===== config.mk =====
export PLATFORM = sky130hd
export DESIGN_NAME = wide_add_seq
export DESIGN_NICKNAME = d
export VERILOG_FILES = /design/src/rtl/wide_add_seq_pkg.sv /design/src/rtl/wide_add_seq_adder.sv /design/src/rtl/wide_add_seq.sv
export SDC_FILE = /design/constraint.sdc
export NUM_CORES = 1
export LEC_CHECK = 0
export ABC_AREA = 1
export CORE_ASPECT_RATIO = 0.75
export CORE_MARGIN = 3
export CORE_UTILIZATION = 40
export DETAILED_ROUTE_END_ITERATION = 8
export PLACE_DENSITY = 0.74
export SYNTH_ARGS = -nofsm -noshare
export SYNTH_HDL_FRONTEND = slang
export SYNTH_SLANG_ARGS = --single-unit

===== constraint.sdc =====
create_clock -name clk -period 2.6 [get_ports clk]
set_input_delay 0.52 -clock clk [delete_from_list [all_inputs] [get_ports clk]]
set_output_delay 0.52 -clock clk [all_outputs]
set_load 0.02 [all_outputs]

===== src/rtl/wide_add_seq_pkg.sv =====
`default_nettype none
// +----------------------------------------------------------------------+
// | Module      : wide_add_seq_pkg                                       |
// | Description : Shared constants and helpers for the word-serial wide  |
// |               adder sequencer.                                       |
// | Revision    : 1.0 - initial release                                  |
// +----------------------------------------------------------------------+
package wide_add_seq_pkg;

  // Word width of the combinational adder the sequencer drives.
  localparam int c_default_width = 19;

  // Word-index counter width; never narrower than one bit so WORDS=1 still
  // has a legal counter.
  function automatic int idx_width(input int words);
    return (words <= 1) ? 1 : $clog2(words);
  endfunction

endpackage
`default_nettype wire


===== src/rtl/wide_add_seq_adder.sv =====
`default_nettype none
// +----------------------------------------------------------------------+
// | Module      : PPA_Sklansky_19bit                                     |
// | Description : Combinational Sklansky parallel-prefix adder with      |
// |               carry-in and carry-out.                                |
// | Revision    : 1.0 - initial release                                  |
// +----------------------------------------------------------------------+
module PPA_Sklansky_19bit #(
  parameter int width = 19
) (
  input  logic [width-1:0] A,
  input  logic [width-1:0] B,
  input  logic             cin,
  output logic [width-1:0] S,
  output logic             cout
);

  localparam int c_levels = (width <= 1) ? 1 : $clog2(width);

  logic [width-1:0] w_p;   // bitwise propagate, used for the sum
  logic [width-1:0] w_g;   // prefix generate: carry out of each bit
  logic [width-1:0] w_pp;  // prefix propagate
  logic [width-1:0] w_c;   // carry into each bit

  // Sklansky prefix tree; cin is folded into bit 0's generate so the tree
  // output is directly the carry out of each bit position.
  always_comb begin
    int j;
    j    = 0;
    w_p  = A ^ B;
    w_g  = A & B;
    w_g[0] = w_g[0] | (w_p[0] & cin);
    w_pp = w_p;
    for (int l = 0; l < c_levels; l++) begin
      for (int i = 0; i < width; i++) begin
        if (((i >> l) & 1) == 1) begin
          // j has bit l clear, so it is not updated at this level.
          j = ((i >> l) << l) - 1;
          w_g[i]  = w_g[i] | (w_pp[i] & w_g[j]);
          w_pp[i] = w_pp[i] & w_pp[j];
        end
      end
    end
  end

  assign w_c  = {w_g[width-2:0], cin};
  assign S    = w_p ^ w_c;
  assign cout = w_g[width-1];

endmodule
`default_nettype wire


===== src/rtl/wide_add_seq.sv =====
`default_nettype none
// +----------------------------------------------------------------------+
// | Module      : wide_add_seq                                           |
// | Description : Word-serial wide adder sequencer. Streams WORDS-word   |
// |               operands LS word first through one 19-bit adder,       |
// |               chaining the carry between words in a register.        |
// | Revision    : 1.0 - initial release                                  |
// +----------------------------------------------------------------------+
module wide_add_seq
  import wide_add_seq_pkg::*;
#(
  parameter int WIDTH = c_default_width,
  parameter int WORDS = 2
) (
  input  logic             clk,
  input  logic             rst,
  input  logic             in_valid,
  output logic             in_ready,
  input  logic [WIDTH-1:0] in_a,
  input  logic [WIDTH-1:0] in_b,
  input  logic             in_cin,
  output logic             out_valid,
  input  logic             out_ready,
  output logic [WIDTH-1:0] out_s,
  output logic             out_last,
  output logic             out_cout,
  output logic             busy
);

  localparam int                 c_idx_w    = idx_width(WORDS);
  localparam logic [c_idx_w-1:0] c_last_idx = c_idx_w'(WORDS - 1);

  logic [c_idx_w-1:0] r_idx;
  logic               r_carry;
  logic [WIDTH-1:0]   r_out_s;
  logic               r_out_last;
  logic               r_out_cout;
  logic               r_out_valid;

  logic               w_fire_in;
  logic               w_is_first;
  logic               w_is_last;
  logic               w_add_cin;
  logic [WIDTH-1:0]   w_sum;
  logic               w_add_cout;

  // Single output stage: a new word may enter only if the stage is empty
  // or is being drained this cycle.
  assign in_ready   = ~r_out_valid | out_ready;
  assign w_fire_in  = in_valid & in_ready;

  // Operand framing comes solely from the word counter.
  assign w_is_first = (r_idx == '0);
  assign w_is_last  = (r_idx == c_last_idx);
  assign w_add_cin  = w_is_first ? in_cin : r_carry;

  PPA_Sklansky_19bit #(
    .width(WIDTH)
  ) u_adder (
    .A   (in_a),
    .B   (in_b),
    .cin (w_add_cin),
    .S   (w_sum),
    .cout(w_add_cout)
  );

  // Word counter and inter-word carry chain.
  always_ff @(posedge clk or posedge rst) begin
    if (rst) begin
      r_idx   <= '0;
      r_carry <= 1'b0;
    end else if (w_fire_in) begin
      r_carry <= w_add_cout;
      r_idx   <= w_is_last ? '0 : r_idx + 1'b1;
    end
  end

  // Output register: load on accept, clear valid on drain, else hold.
  always_ff @(posedge clk or posedge rst) begin
    if (rst) begin
      r_out_s     <= '0;
      r_out_last  <= 1'b0;
      r_out_cout  <= 1'b0;
      r_out_valid <= 1'b0;
    end else if (w_fire_in) begin
      r_out_s     <= w_sum;
      r_out_last  <= w_is_last;
      r_out_cout  <= w_is_last & w_add_cout;
      r_out_valid <= 1'b1;
    end else if (out_ready) begin
      r_out_valid <= 1'b0;
    end
  end

  assign out_s     = r_out_s;
  assign out_last  = r_out_last;
  assign out_cout  = r_out_cout;
  assign out_valid = r_out_valid;
  assign busy      = (r_idx != '0);

endmodule
`default_nettype wire

* Yosys cells after proc, flatten, opt, wreduce, memory -nomap -nowiden
Index checks and enable logic that the tools add are counted.
** Word-level totals
- Bits in registers :: 24
- Output and inout bits :: 24
- Input bits :: 43
** Operators by class
- $add $sub $neg :: 1
- Multiplexer cells :: 4
- Bitwise operators :: 102
- Reductions and logical operators :: 1
** Operators with widths (number)
- bitwise AND 1 bit :: 59
- bitwise OR 1 bit :: 39
- bitwise XOR 19 bit :: 2
- bitwise AND 19 bit :: 1
- 2-to-1 mux 1 bit :: 4
- nonzero test 2 bit :: 1
- adder 1 bit (second input constant) :: 1
- NOT 1 bit :: 1

* Logic depth before layout (Yosys ltp)
Gate-level depths: netlist of the first run.
- Depth after elaboration :: 14
- Depth in mapped cells :: 15

* Modules after synthesis
Synthesis of the first run repeated with hierarchy kept, for this count alone.
** Second synthesis, totals
- Cell total of the unflattened synthesis :: 244
- Area, all modules :: 1896.8 um2
** By module, submodules not included
- wide_add_seq :: sequential area each 600.6 um2, area each 1004.7 um2, cells each 110, instances 1
- PPA_Sklansky_19bit :: sequential area each 0.0 um2, area each 892.1 um2, cells each 134, instances 1

* Worst setup path before layout of the first run
Ideal clock, no wire load.
- Kind :: reg2reg
- Start :: register r_idx (netlist: busy)
- End :: register r_out_s[17] (netlist: out_s[17])
- Library setup time :: 83 ps
- Cell stages (with the launch flop) :: 15
- Buffers on the path :: 0
- Arrival time :: 2347 ps
- Setup slack :: 170 ps
- Cells stage by stage :: dfrtp_1 mux2i_1 fa_1 inv_1 fa_1 nand2_1 nand2_1 nand3_2 nand2_4 nand2_2 nand2_2 inv_1 fa_1 xor2_1 o21ai_0
** On the way
- Word-level cells in the longest chain between the ends :: 14
** Ends and longest elaborated chain
- from (decl) :: line wide_add_seq.sv:33 : logic [c_idx_w-1:0] r_idx;
- from (signal assigned) :: line wide_add_seq.sv:74 : r_idx <= w_is_last ? '0 : r_idx + 1'b1;
- 2-to-1 mux 1 bit :: line wide_add_seq.sv:55 : assign w_add_cin = w_is_first ? in_cin : r_carry;
- bitwise AND 1 bit :: line wide_add_seq_adder.sv:32 : w_g[0] = w_g[0] | (w_p[0] & cin);
- bitwise OR 1 bit :: line wide_add_seq_adder.sv:32
- bitwise AND 1 bit :: line wide_add_seq_adder.sv:39 : w_g[i] = w_g[i] | (w_pp[i] & w_g[j]);
- bitwise OR 1 bit :: line wide_add_seq_adder.sv:39
- bitwise AND 1 bit :: line wide_add_seq_adder.sv:39
- bitwise OR 1 bit :: line wide_add_seq_adder.sv:39
- bitwise AND 1 bit :: line wide_add_seq_adder.sv:39
- bitwise OR 1 bit :: line wide_add_seq_adder.sv:39
- bitwise AND 1 bit :: line wide_add_seq_adder.sv:39
- bitwise OR 1 bit :: line wide_add_seq_adder.sv:39
- bitwise AND 1 bit :: line wide_add_seq_adder.sv:39
- bitwise OR 1 bit :: line wide_add_seq_adder.sv:39
- bitwise XOR 19 bit :: line wide_add_seq_adder.sv:47 : assign S = w_p ^ w_c;
- to (signal assigned) :: line wide_add_seq.sv:86 : r_out_s <= w_sum;
- to (decl) :: line wide_add_seq.sv:35 : logic [WIDTH-1:0] r_out_s;
No other way between the ends.
A chain may end at the register's enable or synchronous reset.

* Worst setup path after layout of the first run
- Start :: input in_cin
- End :: register r_out_s[16] (netlist: out_s[16])
** On the way
- Word-level cells in the longest chain between the ends :: 12
** Ends and longest elaborated chain
- from (decl) :: line wide_add_seq.sv:21 : input logic in_cin,
- 2-to-1 mux 1 bit :: line wide_add_seq.sv:55
- bitwise AND 1 bit :: line wide_add_seq_adder.sv:32
- bitwise OR 1 bit :: line wide_add_seq_adder.sv:32
- bitwise AND 1 bit :: line wide_add_seq_adder.sv:39
- bitwise OR 1 bit :: line wide_add_seq_adder.sv:39
- bitwise AND 1 bit :: line wide_add_seq_adder.sv:39
- bitwise OR 1 bit :: line wide_add_seq_adder.sv:39
- bitwise AND 1 bit :: line wide_add_seq_adder.sv:39
- bitwise OR 1 bit :: line wide_add_seq_adder.sv:39
- bitwise AND 1 bit :: line wide_add_seq_adder.sv:39
- bitwise OR 1 bit :: line wide_add_seq_adder.sv:39
- bitwise XOR 19 bit :: line wide_add_seq_adder.sv:47
No other way between the ends.

==> results of run 1 <==
==> logic make-up (layout without fill, tap and decap cells) <==
kind of cell	Yosys count	after routing
adder cells (fa/ha/maj)	23	23
flip-flops	24	24
AO/OA/AOI/OAI	28	28
XOR/XNOR	4	4
multiplexers	1	1
AND/OR/NAND/NOR	108	108
buffers and inverters	41	122
==> flip-flops by register name, summed over array words and instances, names as in the netlist <==
| signal | cells |
|---|---|
| r_carry | 1 |
| out_s | 19 |
| busy | 1 |
| out_cout | 1 |
| out_valid | 1 |
| out_last | 1 |
==> power by group <==
part / switching (W) / leakage, nW / internal (W)
registers: 0.0000500 / 0.289 / 0.000455
logic: 0.000343 / 1.06 / 0.000334
clock network: 0.000119 / 0.0357 / 0.000206
==> tightest hold or removal path, cell delays in order (launching register included) <==
cell	delay, ns
dfrtp_1	0.35
nand2_1	0.06
nand2_1	0.05
==> layer usage <==
layer / GRT usage / vias up / part of all wire
li1: - / 875 / -
met1: 0.213 / 754 / 0.48
met2: 0.280 / 55 / 0.45
met3: 0.0477 / 4 / 0.065
met4: 0.0306 / 0 / 0.0070
met5: 0 / - / 0
==> Yosys cell counts <==
| library cell | count | area, sq um |
|---|---|---|
| inv_2 | 1 | 3.75 |
| a21o_1 | 1 | 7.51 |
| a31oi_1 | 3 | 18.8 |
| fa_1 | 6 | 120 |
| or2_1 | 1 | 6.26 |
| o21ai_0 | 12 | 60.1 |
| nand3_2 | 1 | 10.0 |
| clkbuf_1 | 2 | 7.51 |
| mux2i_1 | 1 | 10.0 |
| ha_1 | 17 | 213 |
| nor2_2 | 3 | 18.8 |
| buf_4 | 1 | 7.51 |
| inv_1 | 36 | 135 |
| o21ai_1 | 2 | 10.0 |
| nor3_4 | 1 | 16.3 |
| o21bai_1 | 1 | 7.51 |
| dfrtp_1 | 24 | 601 |
| nand3_1 | 10 | 50.1 |
| nand2_2 | 9 | 56.3 |
| buf_2 | 1 | 5.00 |
| a21oi_1 | 7 | 35.0 |
| xor2_1 | 3 | 26.3 |
| a21oi_4 | 2 | 32.5 |
| xnor2_1 | 1 | 8.76 |
| nand2_1 | 67 | 251 |
| nor2_1 | 15 | 56.3 |
| nand2_4 | 1 | 11.3 |
==> final cells by class <==
type | count | area share
Clock buffer | 3 | 0.0153
Timing Repair Buffer | 81 | 0.288
Sequential cell | 24 | 0.222
Multi-Input combinational cell | 164 | 0.387
Clock inverter | 1 | 0.0111
Inverter | 37 | 0.0514
Tap cell | 55 | 0.0255
==> timing repair <==
item | 4_1_cts | 5_1_grt
pin swaps | 6 | 4
endpoints found under the setup margin | 2 | 5
buffers inserted | 2 | 1
gates resized for setup | 6 | 8
==> through the flow <==
stage	cells	cell area, sq um	total power (W)	utilization
3_3_place_gp	358	2580	0.00116	0.619
4_1_cts	364	2680	0.00151	0.641
5_1_grt	365	2700	0.00162	0.647
6_report	365	2700	0.00151	0.647
3_5_place_dp	358	2580	0.00117	0.619
2_1_floorplan	229	1790	0.000859	-
==> placed cells by master (no fill, tap or decap), types with 10 or more instances in the layout <==
master	count
buf_4	15
nand2_2	10
o21ai_0	11
nand2_1	65
nor2_1	15
dfrtp_1	24
clkdlybuf4s50_1	64
ha_1	17
inv_1	32
nand3_1	10
==> path summary, 6_finish.rpt <==
kind / to / slack [ns] / cells past startpoint
max: out_s[16]$_DFFE_PP0P_ / 0.07 / 14
min: out_s[12]$_DFFE_PP0P_ / 0.49 / 2
max reg2reg: out_s[16]$_DFFE_PP0P_ / 0.26 / 13
min reg2reg: out_s[12]$_DFFE_PP0P_ / 0.49 / 2
max in group asynchronous: out_s[3]$_DFFE_PP0P_ / 1.77 / 3
min in group asynchronous: out_s[7]$_DFFE_PP0P_ / 0.59 / 3
==> results.tsv, run 1 <==
stage	metric	value	unit
clock_network	root_buffer	clkbuf_8	
drt	drt-initial-drc-count	85	
clock_network	cts_tree	done	
layout	fillers	342	
drt	routed_via_density	4.62	
layout	seq_area	601	sq um
yosys	seq_area_frac_synth	0.336	
yosys	netlist_area	1790	sq um
sta	setup_tns	0	ns
yosys	synth_seq_cells	24	
sta	min_period	2.53	ns
sta	relSlewSlack	0.739	
setup_path	cp.required	2.75	ns
setup_path	cp_cell_sequence	clkdlybuf4s50_1 > mux2i_1 > fa_2 > inv_2 > fa_2 > nand2_2 > nand2_2 > nand3_2 > nand2_4 > nand2_2 > nand2_4 > inv_2 > fa_2 > o21ai_0	
drt	drc_errors	0	
clock_network	cts.clk_slew.worst_paths	0.09	ns
yosys	synth_top_family_by_area	simple AND/OR/NAND/NOR gates	
drt	post_drt_wl_per_cell	11.3	um
yosys	synthXorXnorAreaFrac	0.0196	
floorplan	die_w	83.1	um
yosys	syn_avg_cell_area	7.80	sq um
setup_path	slowest_delay	0.50	ns
setup_path	cp.arrival	2.67	ns
power	power.density	557	nW/um^2
clock_network	htree_levels	1	
global_route	grt_pass1_wl	7.21	mm
drt	via_count	1688	
yosys	synth_cell_type_count	27	
sta	whs	0.488	ns
setup_path	cp_max_fo	3	
clock_network	cts_buffer_depth	2	
yosys	synth_compound_area_frac	0.0960	
sta	min_period_over_period	0.972	
layout	multiInputGateArea	1050	sq um
min_path	hold_start	out_s[12]$_DFFE_PP0P_	
drt	antenna_left	0	
floorplan	chipHeight	63.9	um
layout	antenna_cells	0	
sta	fmax	396	MHz
placed_design	io_buffers	66	
setup_path	crit_buf_inv	3	
yosys	syn_inst	229	
drt	drt_wl_total	4.14	mm
yosys	ys.warnings.count	0	
yosys	muxShareOfSynthArea	0.00561	
sta	setup_ws	0.0724	ns
sta	slew_viol_final	0	
yosys	syn-num-nets	295	
power	p_leak	1.39	nW
setup_path	startpoint_type	primary input	
layout	area_growth	51.4	%
global_route	grt_max_degree	33	
clock_network	cts_hold_buf	0	
clock_network	clkLatencyLatePin	0.26	ns
floorplan	initial_core_util	0.427	
sta	setup_viol	0	
outcome	status	finished clean	
floorplan	pin_count	67	
setup_path	cpLargestDelayFamily	adder cells	
setup_path	slowest_stage	fa_2	
sta	finalHoldViolCount	0	
sta	final.setup_skew	0.00271	ns
yosys	synthAdderAreaFrac	0.186	
global_route	grt_pass1_vias	1682	
setup_path	path_class	primary input to flop	
placed_design	dp.final_hpwl	3.38	mm
placed_design	pre_cts_slack	-0.407	ns
sta	tightest_slew	0.390	ns
power	vdd_ir_drop_max	0.000258	V
sta	rsz0062_at_grt	yes	
floorplan	num_rows	20	
yosys	synth-simple-area-share	0.267	
setup_path	crit_start	in_cin	
floorplan	die_area	5310	sq um
clock_network	cts_buffers	3	
clock_network	clkSinkCount	24	
global_route	grt_remaining_overflow	0	
drt	drt-pass1-iter-count	4	
placed_design	gp_congestion	0.803	
setup_path	r2r-start	busy$_DFFE_PP0P_	
layout	nets	377	
min_path	hp-class	flop to flop	
run	max-cap-violations	0	
setup_path	end_kind	flop	
global_route	antenna_found_initial	0	
layout	drive_above_1_share	0.152	
global_route	grt_usage	0.165	
floorplan	core_area	4180	sq um
(Power assumes the default switching activity.)
==> run 2, diff against run 1 <==
HOLD_SLACK_MARGIN = 0.1   (was unset)
==> results of run 2 <==
No change in the layout: final DEF, timing and power equal those of run 1.
